[config.mk]
export PLATFORM = sky130hd
export DESIGN_NAME = func_sweep_tester
export DESIGN_NICKNAME = d
export VERILOG_FILES = /design/src/rtl/func_sweep_tester_pkg.sv /design/src/rtl/sweep_settle_timer.sv /design/src/rtl/func_sweep_tester.sv
export SDC_FILE = /design/constraint.sdc
export NUM_CORES = 1
export LEC_CHECK = 0
export CORE_MARGIN = 4
export CORE_UTILIZATION = 55
export DETAILED_ROUTE_END_ITERATION = 8
export GPL_TIMING_DRIVEN = 1
export PLACE_DENSITY = 0.83
export SLEW_MARGIN = 20
export SYNTH_ARGS = -nofsm -noshare
export SYNTH_HDL_FRONTEND = slang
export SYNTH_SLANG_ARGS = --single-unit
[constraint.sdc]
create_clock -name clk -period 4.4 [get_ports clk]
set_input_delay 0.88 -clock clk [delete_from_list [all_inputs] [get_ports clk]]
set_output_delay 0.88 -clock clk [all_outputs]
set_load 0.02 [all_outputs]
[src/rtl/func_sweep_tester_pkg.sv]
// Shared definitions for the truth-table sweep stage: FSM state encodings,
// the default golden table, and a helper that picks the per-vector entry state.
package func_sweep_tester_pkg;

    typedef enum logic [1:0] {
        ST_IDLE   = 2'd0,
        ST_SETTLE = 2'd1,
        ST_SAMPLE = 2'd2,
        ST_DONE   = 2'd3
    } sweep_state_e;

    // Truth table of f = x | (~y & z); bit i is f for {x,y,z} = i.
    localparam logic [7:0] FUNC_TT_GOLDEN = 8'hF2;

    // With no settle time there is nothing to wait for, so a new vector goes straight to SAMPLE.
    function automatic sweep_state_e vec_entry_state(input int unsigned settle_cycles);
        if (settle_cycles == 32'd0) begin
            return ST_SAMPLE;
        end else begin
            return ST_SETTLE;
        end
    endfunction

endpackage

[src/rtl/sweep_settle_timer.sv]
// Settle-delay counter: reloaded whenever a new vector is driven, flags expiry on
// the last of SETTLE_CYCLES enabled cycles.
module sweep_settle_timer #(
    parameter int unsigned SETTLE_CYCLES = 2
) (
    input  logic clk,
    input  logic rst,
    input  logic load,
    input  logic en,
    output logic expire
);

    localparam logic [3:0] LAST_CNT = (SETTLE_CYCLES == 0) ? 4'd0 : 4'(SETTLE_CYCLES - 1);

    logic [3:0] cnt_r;

    // Settle cycle counter, restarted on every vector change
    always_ff @(posedge clk) begin
        if (rst) begin
            cnt_r <= 4'd0;
        end else if (load) begin
            cnt_r <= 4'd0;
        end else if (en) begin
            cnt_r <= cnt_r + 4'd1;
        end else begin
            cnt_r <= cnt_r;
        end
    end

    assign expire = en && (cnt_r == LAST_CNT);

endmodule

[src/rtl/func_sweep_tester.sv]
// Sweeps all eight {x,y,z} vectors into the function block, captures f into a
// truth table and grades it. Optional FUNC_SWEEP_FIRST_FAIL_EN adds first-failure capture.
module func_sweep_tester
    import func_sweep_tester_pkg::*;
#(
    parameter int unsigned SETTLE_CYCLES = 2,
    parameter logic [7:0]  EXPECTED      = FUNC_TT_GOLDEN
) (
    input  logic       clk,
    input  logic       rst,
    input  logic       start,
    input  logic       f_in,
    output logic       x_out,
    output logic       y_out,
    output logic       z_out,
    output logic       busy,
    output logic       done,
    output logic       pass,
    output logic [7:0] table_out,
`ifdef FUNC_SWEEP_FIRST_FAIL_EN
    output logic       first_fail_vld,
    output logic [2:0] first_fail_idx,
`endif
    output logic [3:0] mism_cnt
);

    localparam sweep_state_e VEC_ENTRY_ST = vec_entry_state(SETTLE_CYCLES);

    sweep_state_e state_r, state_nx;
    logic [2:0]   idx_r, idx_nx;
    logic [7:0]   table_r, table_nx;
    logic [3:0]   mism_r, mism_nx;
    logic         busy_r, busy_nx;
    logic         done_r, done_nx;
    logic         pass_r, pass_nx;
    logic         load_s;
    logic         expire_s;
    logic         settle_en_s;
`ifdef FUNC_SWEEP_FIRST_FAIL_EN
    logic         ff_vld_r, ff_vld_nx;
    logic [2:0]   ff_idx_r, ff_idx_nx;
`endif

    assign settle_en_s = (state_r == ST_SETTLE);

    sweep_settle_timer #(
        .SETTLE_CYCLES (SETTLE_CYCLES)
    ) u_settle_timer (
        .clk    (clk),
        .rst    (rst),
        .load   (load_s),
        .en     (settle_en_s),
        .expire (expire_s)
    );

    // Next-state and result-update logic for the sweep
    always_comb begin
        state_nx = state_r;
        idx_nx   = idx_r;
        table_nx = table_r;
        mism_nx  = mism_r;
        pass_nx  = pass_r;
        load_s   = 1'b0;
`ifdef FUNC_SWEEP_FIRST_FAIL_EN
        ff_vld_nx = ff_vld_r;
        ff_idx_nx = ff_idx_r;
`endif
        case (state_r)
            ST_IDLE: begin
                if (start) begin
                    idx_nx   = 3'd0;
                    table_nx = 8'd0;
                    mism_nx  = 4'd0;
                    pass_nx  = 1'b0;
                    load_s   = 1'b1;
                    state_nx = VEC_ENTRY_ST;
`ifdef FUNC_SWEEP_FIRST_FAIL_EN
                    ff_vld_nx = 1'b0;
                    ff_idx_nx = 3'd0;
`endif
                end else begin
                    state_nx = ST_IDLE;
                end
            end
            ST_SETTLE: begin
                if (expire_s) begin
                    state_nx = ST_SAMPLE;
                end else begin
                    state_nx = ST_SETTLE;
                end
            end
            ST_SAMPLE: begin
                table_nx[idx_r] = f_in;
                if (f_in != EXPECTED[idx_r]) begin
                    mism_nx = mism_r + 4'd1;
`ifdef FUNC_SWEEP_FIRST_FAIL_EN
                    if (!ff_vld_r) begin
                        ff_vld_nx = 1'b1;
                        ff_idx_nx = idx_r;
                    end else begin
                        ff_vld_nx = ff_vld_r;
                    end
`endif
                end else begin
                    mism_nx = mism_r;
                end
                // Final vector: grade including the sample taken this cycle.
                if (idx_r == 3'd7) begin
                    pass_nx  = (mism_nx == 4'd0);
                    state_nx = ST_DONE;
                end else begin
                    idx_nx   = idx_r + 3'd1;
                    load_s   = 1'b1;
                    state_nx = VEC_ENTRY_ST;
                end
            end
            ST_DONE: begin
                state_nx = ST_IDLE;
            end
            default: begin
                state_nx = ST_IDLE;
            end
        endcase
        busy_nx = (state_nx == ST_SETTLE) || (state_nx == ST_SAMPLE);
        done_nx = (state_nx == ST_DONE);
    end

    // State, vector and result registers
    always_ff @(posedge clk) begin
        if (rst) begin
            state_r <= ST_IDLE;
            idx_r   <= 3'd0;
            table_r <= 8'd0;
            mism_r  <= 4'd0;
            busy_r  <= 1'b0;
            done_r  <= 1'b0;
            pass_r  <= 1'b0;
`ifdef FUNC_SWEEP_FIRST_FAIL_EN
            ff_vld_r <= 1'b0;
            ff_idx_r <= 3'd0;
`endif
        end else begin
            state_r <= state_nx;
            idx_r   <= idx_nx;
            table_r <= table_nx;
            mism_r  <= mism_nx;
            busy_r  <= busy_nx;
            done_r  <= done_nx;
            pass_r  <= pass_nx;
`ifdef FUNC_SWEEP_FIRST_FAIL_EN
            ff_vld_r <= ff_vld_nx;
            ff_idx_r <= ff_idx_nx;
`endif
        end
    end

    // The vector index register drives the function block directly.
    assign x_out     = idx_r[2];
    assign y_out     = idx_r[1];
    assign z_out     = idx_r[0];
    assign busy      = busy_r;
    assign done      = done_r;
    assign pass      = pass_r;
    assign table_out = table_r;
    assign mism_cnt  = mism_r;
`ifdef FUNC_SWEEP_FIRST_FAIL_EN
    assign first_fail_vld = ff_vld_r;
    assign first_fail_idx = ff_idx_r;
`endif

endmodule

==> flow_results.org, run 1 <==
** Layout
- After filler insertion, the fill cell instance count of the layout stands at ~190.
- Measured on the finished design, the core utilization comes to 0.680.
- Share of cells above drive strength 1 :: 0.0602
- 0 antenna diodes ended up in the layout.
- After routing the design area is 0.00151 sq mm.
- In the final design database the tool counted 178 nets.
- Growth of design area from synthesis to finish :: 18.6%

** Routing
- Across all layers, the routed design uses 1112 vias.
- Overall routed net length :: 2700 microns
- Via-per-instance ratio :: ~5.7
- The detail route stage leaves a number of antenna-violating nets equal to 0.
- Routed wire per std cell :: 13.9 microns
- Starting DRT DRC Count :: 25
- In the routed design, unresolved DRC markers number 0.
- Before antenna repair, the detailed router went through 6 iterations.

** Critical path
- The worst setup path is launched from a register.
- On the critical path the largest part of the delay comes from buffers and inverters.
- Data required, critical path :: ~3.5 ns
- Counting both buffers and inverters, the worst setup path holds a total of 1.
- On the worst path, the slowest cell contributes a delay of just under 0.7 ns.
- The critical path goes through clkdlybuf4s50_1.
- The largest individual stage delay along the critical path comes from the cell sky130_fd_sc_hd__clkdlybuf4s50_1.
- Path type of the worst setup path :: reg2out
- Data arrival, critical path :: between 1.5 and 2 ns
- Of all nets on the critical path, the largest fanout is 11.
- The worst setup path is captured at a primary output.

** Placement
- Count of buffers inserted at the top-level ports :: 21
- Post-detail-place hpwl :: between 1500 and 2000 microns
- Total cell area at the placement stage :: 0.00148 sq mm
- Last weighted congestion value of the routability-driven placer :: just over 0.8

** Clock network
- TritonCTS clock tree :: built
- Clock transition time at the flip-flop clock pins of the worst setup and hold paths :: roughly 0.14 ns
- CTS built an H-tree with a depth of 1.
- Post-CTS Setup Repair Bufs :: 0
- The clock drives 25 sinks.
- Cts repair resizes :: 0
- Root buf cell :: sky130_fd_sc_hd__clkbuf_4
- Hold Buf Count CTS :: 0
- TritonCTS created 3 clock buffers.
- Number of buffers between clock root and the deepest sink :: 2
- Insertion delay to the later sink of the worst-skew pair :: 0.31 ns

** Synth
- During synthesis, Yosys emitted a total of 0 warnings.
- Post-Synthesis Cells :: between 100 and 150
- Synthesized cell area :: approximately 0.0013 sq mm
- Mean area per synthesized cell :: roughly 8.5 sq um
- Number of distinct library cell variants in the gate-level netlist after synthesis :: 41
- Top cells by count, synth :: sky130_fd_sc_hd__dfxtp_1 (25), sky130_fd_sc_hd__a21oi_1 (16), sky130_fd_sc_hd__nand2_1 (16), sky130_fd_sc_hd__o21ai_0 (11), sky130_fd_sc_hd__nor2_1 (8)
- Register bit total from synthesis :: 25
- Library cell occupying the most area in the post-synthesis netlist :: sky130_fd_sc_hd__dfxtp_1
- Leading post-synthesis cells by cell area :: sky130_fd_sc_hd__dfxtp_1 (39%), sky130_fd_sc_hd__ha_1 (6.9%), sky130_fd_sc_hd__a21oi_1 (6.3%), sky130_fd_sc_hd__nand2_1 (4.7%), sky130_fd_sc_hd__o21ai_0 (4.3%)
- Synthesis produced a netlist with a net count of 160.
- For this run, the register share of the synthesized area comes to 0.394.
- For this run, asynchronously set or reset flops after synthesis account for 0.
- In the post-synthesis netlist, the cell with the most instances is sky130_fd_sc_hd__dfxtp_1.
- Number of enable-type register cells in the synthesized netlist :: 0
- Top flip-flop cell by instance count after synthesis :: sky130_fd_sc_hd__dfxtp_1
- Post-synth top area share :: 0.394

** STA
- Measured against its own limit, the worst slew margin works out to 0.598.
- Final worst clock skew :: around 0.0015 ns
- The number of pins exceeding their max-slew limit in the final report was 0.
- In the finished design, the share of the clock period the worst path needs comes to 0.555.
- Adding up every negative setup slack in the final design gives 0 ns.
- Actual slew at the worst max-slew pin :: about 0.6 ns
- Setup violations remaining at the end of the flow were counted as 0.
- Counting I/O delays and the setup requirement, the final critical path takes about 2.4 ns.
- The final count of hold timing violations was 0.
- Setup repair after global routing left no endpoint under its margin.
- Hold is met by a little under 0.5 ns.
- Static timing analysis puts the maximum clock frequency at roughly 400 MHz.

** Floorplan
- Top-Level Pins :: 22
- From bottom edge to top edge, the die measures approximately 56 microns.
- From left edge to right edge, the die measures between 50 and 60 microns.
- Std-Cell Core Area :: ~0.0022 sq mm
- The initial utilization of the core area, before any placement, comes to 0.574.
- Number of cell rows :: 17
- Full die area :: ~0.0031 sq mm

** Global route
- The via count of the first global-routing pass came to about 1100.
- Entering global routing, the biggest net connects 18 pins.
- The first global-routing pass estimated 4790 microns of wire.
- The number of antenna violations at the first check in global routing is 0.
- The total overflow left after global routing is 0.
- GRT Resource Usage Total :: 0.183

** Pwr
- Internal power comes to 0.281 mW.
- Of the total power, the share spent switching nets is 0.253.
- Overall power consumption after layout is estimated at 0.376 mW.
- Cell Pwr Density :: 250 mW/mm^2
- For this design the static power due to leakage is about 0.57 nW.
- VDD IR max :: 0.000224 V
- Of the total power, registers draw 0.629.
- Summed over all nets, the switching power comes to roughly 0.095 mW.
- Of the total power, the clock network draws 0.270.
- The share of total power dissipated in combinational logic is 0.101.

** Flow run
- Number of maximum-capacitance constraint violations :: 0

** Outcome
- The flow ran to the end, and the final reports show no timing, DRC or antenna violations.

** Hold path
- Worst hold path type :: reg2reg
## cell usage in the layout (no fill, tap or decap), drive strengths merged, types with 4 or more instances in the layout
master	count
nand2	16
o21ai	14
nor2b	7
inv	4
clkdlybuf4s50	21
dfxtp	25
nand3	4
ha	7
a21oi	16
nor2	8
a31oi	5
## final timing paths
| kind | cells past startpoint | endpoint | slack [ns] | from |
|---|---|---|---|---|
| setup / recovery | 1 | x_out | 1.96 | idx_r[2]$_SDFFE_PP0N_ |
| hold / removal | 2 | table_out[4]$_SDFFE_PP0P_ | 0.48 | table_out[4]$_SDFFE_PP0P_ |
| setup reg to reg | 5 | busy$_SDFF_PP0_ | 2.46 | state_r[0]$_SDFF_PP0_ |
| hold reg to reg | 2 | table_out[4]$_SDFFE_PP0P_ | 0.48 | table_out[4]$_SDFFE_PP0P_ |
## metrics by stage
step                      instances  setup slack [ns]
final                           194              1.96
after CTS                       194              1.95
after global routing            194              1.87
after detailed placement        190              1.90
after global placement          190              1.95
after floorplan                 149              2.70
## sequential cells by signal (all words and copies together) (netlist names), named ones only
signal	cells
busy	1
idx_r	3
mism_cnt	4
table_out	8
u_settle_timer.cnt_r	4
state_r	2
done	1
pass	1
## power groups by stage
stage / registers (mW) / logic, mW / clock network [mW]
floorplan: 0.240 / 0.0276 / 0
global placement: 0.241 / 0.0363 / 0
detailed placement: 0.241 / 0.0376 / 0
CTS: 0.236 / 0.0379 / 0.103
global route: 0.238 / 0.0421 / 0.113
finish: 0.236 / 0.0380 / 0.101
## layer usage
layer / vias to the layer above / track usage / routed length, microns
met4: 0 / 0.0407 / 18
met3: 2 / 0.0371 / 146
met1: 516 / 0.246 / 1220
met5: - / 0 / 0
li1: 562 / - / -
met2: 32 / 0.301 / 1310
## cells by family (layout without fill, tap and decap cells)
logic type | after synthesis | in the layout | synth area share
AOI/OAI and AO/OA | 48 | 48 | 0.234
xor gates and xnor gates | 6 | 6 | 0.0473
muxes | 1 | 1 | 0.00789
and+or+nand+nor | 50 | 50 | 0.207
adders and majority gates | 7 | 7 | 0.0690
buffers and inverters | 12 | 29 | 0.0404
DFF | 25 | 25 | 0.394
## layout make-up
| type | instances | area, sq um | share of cell area |
|---|---|---|---|
| multi-input cells | 112 | 717 | 0.476 |
| flip-flops and latches | 25 | 500 | 0.333 |
| repair buffers | 21 | 210 | 0.140 |
| well taps | 28 | 35.0 | 0.0233 |
| clock buffers | 3 | 22.5 | 0.0150 |
| inverters | 4 | 15.0 | 0.00998 |
| clock inverters | 1 | 5.00 | 0.00333 |
## worst register-to-register path: cells and delay by family (launching register included)
family	cells	cell delay [ns]
compound gates	1	0.24
fa+ha+maj	1	0.27
buf+inv	1	0.10
flops	1	0.62
simple gates	2	0.59
(Power assumes the default switching activity.)
==> run 2, diff against run 1 <==
CORE_UTILIZATION = 46   (was 55)
PLACE_DENSITY = 0.74   (was 0.83)
clock period = 2.13 ns   (was 4.4 ns; I/O delays follow)
==> run 2 against run 1 <==
  * Clock-buffer cell count increased by 1
  * First-iteration DRC count increased by 36%
  * Cell count increased by 2.6%
  * Wire length increased by 0.70%
  * Sequential power increased by 110%
  * Via count increased by 0.90%
  * Total power increased by 110%
  * Combinational power increased by 120%
  * Worst hold slack improved by 0.0019 ns
  * Flip-flop and latch count unchanged
  * Core utilization decreased by 8.0 points
  * Sequential share of layout area decreased by 0.52 points
  * Highest routed layer unchanged
==> flow_results.org, run 2 (synthesis results as in run 1) <==
** Critical path
- Number of cell instances on the worst register-to-register path :: 6
- Critical path buffers and inverters :: 1
- The most critical setup path has its startpoint at idx_r[1]$_SDFFE_PP0N_.
- Endpoint type of the worst setup path :: primary output
- In this design, the stage delay of the slowest critical-path cell is approximately 0.7 ns.
- Critical-path cell with the highest stage delay :: sky130_fd_sc_hd__clkdlybuf4s50_1
- Data arrival, critical path :: 1.57 ns
- Startpoint of the lowest-slack register-to-register path :: idx_r[1]$_SDFFE_PP0N_
- Max Fanout on Critical Path :: 12
- At the worst endpoint, the required time is ~1.7 ns.
- The setup check on the worst reg-to-reg path leaves a slack of ~0.41 ns.
- Last element of the critical path :: y_out
- The worst setup path is launched from a register.
- Worst path top cell family by delay :: buffers and inverters
- The setup path with the least slack is of type reg2out.
- The critical path goes through clkdlybuf4s50_1.
- In this run the number of cells on the critical path is 1.

** Routing
- In this run, the number of DRC markers left after iteration 0 of detailed routing was 34.
- For this run, the detailed router's first-pass iteration total came to 4.
- Dividing the detail-routed via count by the number of cells gives around 5.6.
- Detail Route Antenna Nets :: 0
- Summing over every cut layer, the via total after detailed routing is 1122.
- For this block, the routed nets add up to 2720 microns of wire.
- Dividing the detail-routed wire length by the instance count gives 13.6 microns.
- DR DRC count :: 0

** Floorplan
- Starting utilization of the core area :: 0.499
- The die covers roughly 0.0037 sq mm.
- 22 I/O pins were placed.
- From left edge to right edge, the die measures ~61 microns.
- Std-Cell Core Area :: roughly 0.0025 sq mm
- Number of cell rows :: 18
- In this run the vertical extent of the chip is 60.5 microns.

** Clock network
- Total number of H-tree levels :: 1
- Hold repair after CTS inserted 0 buffers.
- Cts repair resizes :: 0
- Root buf cell :: sky130_fd_sc_hd__clkbuf_4
- In this run, CTS created clock tree buffers numbering 3.
- After clock tree synthesis, the clock-pin slew on the worst setup and hold paths is roughly 0.13 ns.
- Number of buffers between clock root and the deepest sink :: 2
- Insertion delay to the later sink of the worst-skew pair :: approximately 0.32 ns
- Num Clock Sinks :: 25
- TritonCTS built the clock tree.
- Buffers added to address setup during post-CTS repair amount to 0.

** STA
- Setup violations remaining at the end of the flow were counted as 0.
- Headroom to the max-slew limit came out at 0.663.
- RSZ-0062 raised after global routing :: false
- After layout, the minimum clock period comes to 2.00 ns.
- For the final database, setup skew stands at approximately 0.005 ns.
- The number of pins exceeding their max-slew limit in the final report is 0.
- Setup_tns :: 0 ns
- Final hold vios :: 0
- Fmax :: ~500 MHz
- For the pin with the worst max-slew slack, the measured transition is just over 0.5 ns.
- Final Cycle Share :: 0.939
- Hold is met by 0.483 ns.

** Pwr
- The share of total power dissipated in combinational logic is 0.105.
- Switching power as a share of total power :: 0.252
- The worst-case IR drop observed on VDD is between 0.0003 and 0.0004 V.
- The share of total power dissipated in sequential elements is 0.622.
- Of the total power, the clock network draws 0.273.
- Leak :: 0.580 nW
- Switching power of the nets :: just under 0.2 mW
- Internal Power :: 0.588 mW
- In this run the power density over the cells is a little over 500 mW/mm^2.

** Layout
- After the flow finishes, the layout carries non-filler instances totaling 199.
- Max FFs per register :: 8
- Leading cell types in the layout, fill and taps excluded :: sky130_fd_sc_hd__dfxtp_1 (25), sky130_fd_sc_hd__clkdlybuf4s50_1 (21), sky130_fd_sc_hd__nand2_1 (16), sky130_fd_sc_hd__a21oi_1 (16), sky130_fd_sc_hd__o21ai_0 (11)
- Of the cells placed in the final design, the portion with a size suffix greater than 1 is 0.0710.
- Summing all flip-flop and latch instances after layout gives around 500 sq um.
- 0 antenna diodes ended up in the layout.
- Commonest non-fill, non-tap cell in the layout :: sky130_fd_sc_hd__dfxtp_1
- Design area :: roughly 0.0015 sq mm
- Count of fill cells added during filler insertion :: around 240
- Compared with the post-synthesis result, the final layout area differs by 20.5%.
- At the end of the flow, the number of nets in the layout was 181.
- Measured on the finished design, the core utilization comes to 0.601.
- The multi-input combinational cells in the finished layout cover a total of between 700 and 800 sq um.

** Global route
- The first global-routing pass estimated 4740 microns of wire.
- Remaining global-route overflow :: 0
- Pin count of the biggest net entering global routing :: 17
- The via count of the first global-routing pass came to 1100.
- For this run, the total global-route usage over all layers was measured as 0.169.
- Initial antenna violation count :: 0

** Flow run
- The tool flagged a number of max-cap violations equal to 0.

** Placement
- In this run the tool buffered the top-level ports with 21 buffer cells.
- Total cell area at the placement stage :: between 0.0015 and 0.002 sq mm
- Post-detail-place hpwl :: ~2000 microns
- Routability-driven placement finished with a final weighted congestion of between 0.9 and 1.
- Once placement completed, the tool counted placed cells totaling approximately 200.

** Outcome
- The run finished with clean final reports.

** Hold path
- Worst hold path type :: reg2reg
==> run 2: cell type report <==
class                   count  area share
inverters                   4     0.00982
multi-input cells         112       0.469
flip-flops and latches     25       0.327
repair buffers             24       0.152
well taps                  30      0.0245
clock buffers               4      0.0172
==> run 2: through the flow <==
| stage | worst slack, ns | total power [mW] |
|---|---|---|
| 3_3_place_gp | 0.271 | 0.580 |
| 3_5_place_dp | 0.202 | 0.582 |
| 5_1_grt | 0.0475 | 0.828 |
| 6_report | 0.130 | 0.786 |
| 2_1_floorplan | 0.633 | 0.552 |
| 4_1_cts | 0.109 | 0.797 |
==> run 2: worst register-to-register path, stage by stage, from the launching register on <==
cell and delay [ns]:
sky130_fd_sc_hd__dfxtp_1 0.57, sky130_fd_sc_hd__ha_1 0.25, sky130_fd_sc_hd__ha_1 0.26, sky130_fd_sc_hd__nand2_1 0.10, sky130_fd_sc_hd__a21oi_1 0.23, sky130_fd_sc_hd__a32o_1 0.18, sky130_fd_sc_hd__a21o_1 0.10
==> run 2: worst min path at each step <==
stage | start | end | cells after the start
global route | table_out[5]$_SDFFE_PP0P_ | table_out[5]$_SDFFE_PP0P_ | 2
detailed placement | table_out[4]$_SDFFE_PP0P_ | table_out[4]$_SDFFE_PP0P_ | 2
global placement | table_out[2]$_SDFFE_PP0P_ | table_out[2]$_SDFFE_PP0P_ | 2
finish | table_out[4]$_SDFFE_PP0P_ | table_out[4]$_SDFFE_PP0P_ | 2
floorplan | u_settle_timer.cnt_r[3]$_SDFFE_PP0P_ | u_settle_timer.cnt_r[3]$_SDFFE_PP0P_ | 2
CTS | table_out[4]$_SDFFE_PP0P_ | table_out[4]$_SDFFE_PP0P_ | 2
==> run 2: power by group through the flow <==
stage | logic [mW] | clock network, mW | registers (mW)
2_1_floorplan | 0.0571 | 0 | 0.495
3_3_place_gp | 0.0811 | 0 | 0.499
3_5_place_dp | 0.0828 | 0 | 0.499
4_1_cts | 0.0831 | 0.225 | 0.489
5_1_grt | 0.0922 | 0.245 | 0.491
6_report | 0.0829 | 0.214 | 0.489
==> run 2: routing by layer <==
| metal | routed length (microns) | global-route usage | share of wire |
|---|---|---|---|
| met5 | 0 | 0 | 0 |
| met4 | 68 | 0.0898 | 0.025 |
| met3 | 116 | 0.0298 | 0.043 |
| met2 | 1200 | 0.262 | 0.44 |
| met1 | 1330 | 0.224 | 0.49 |
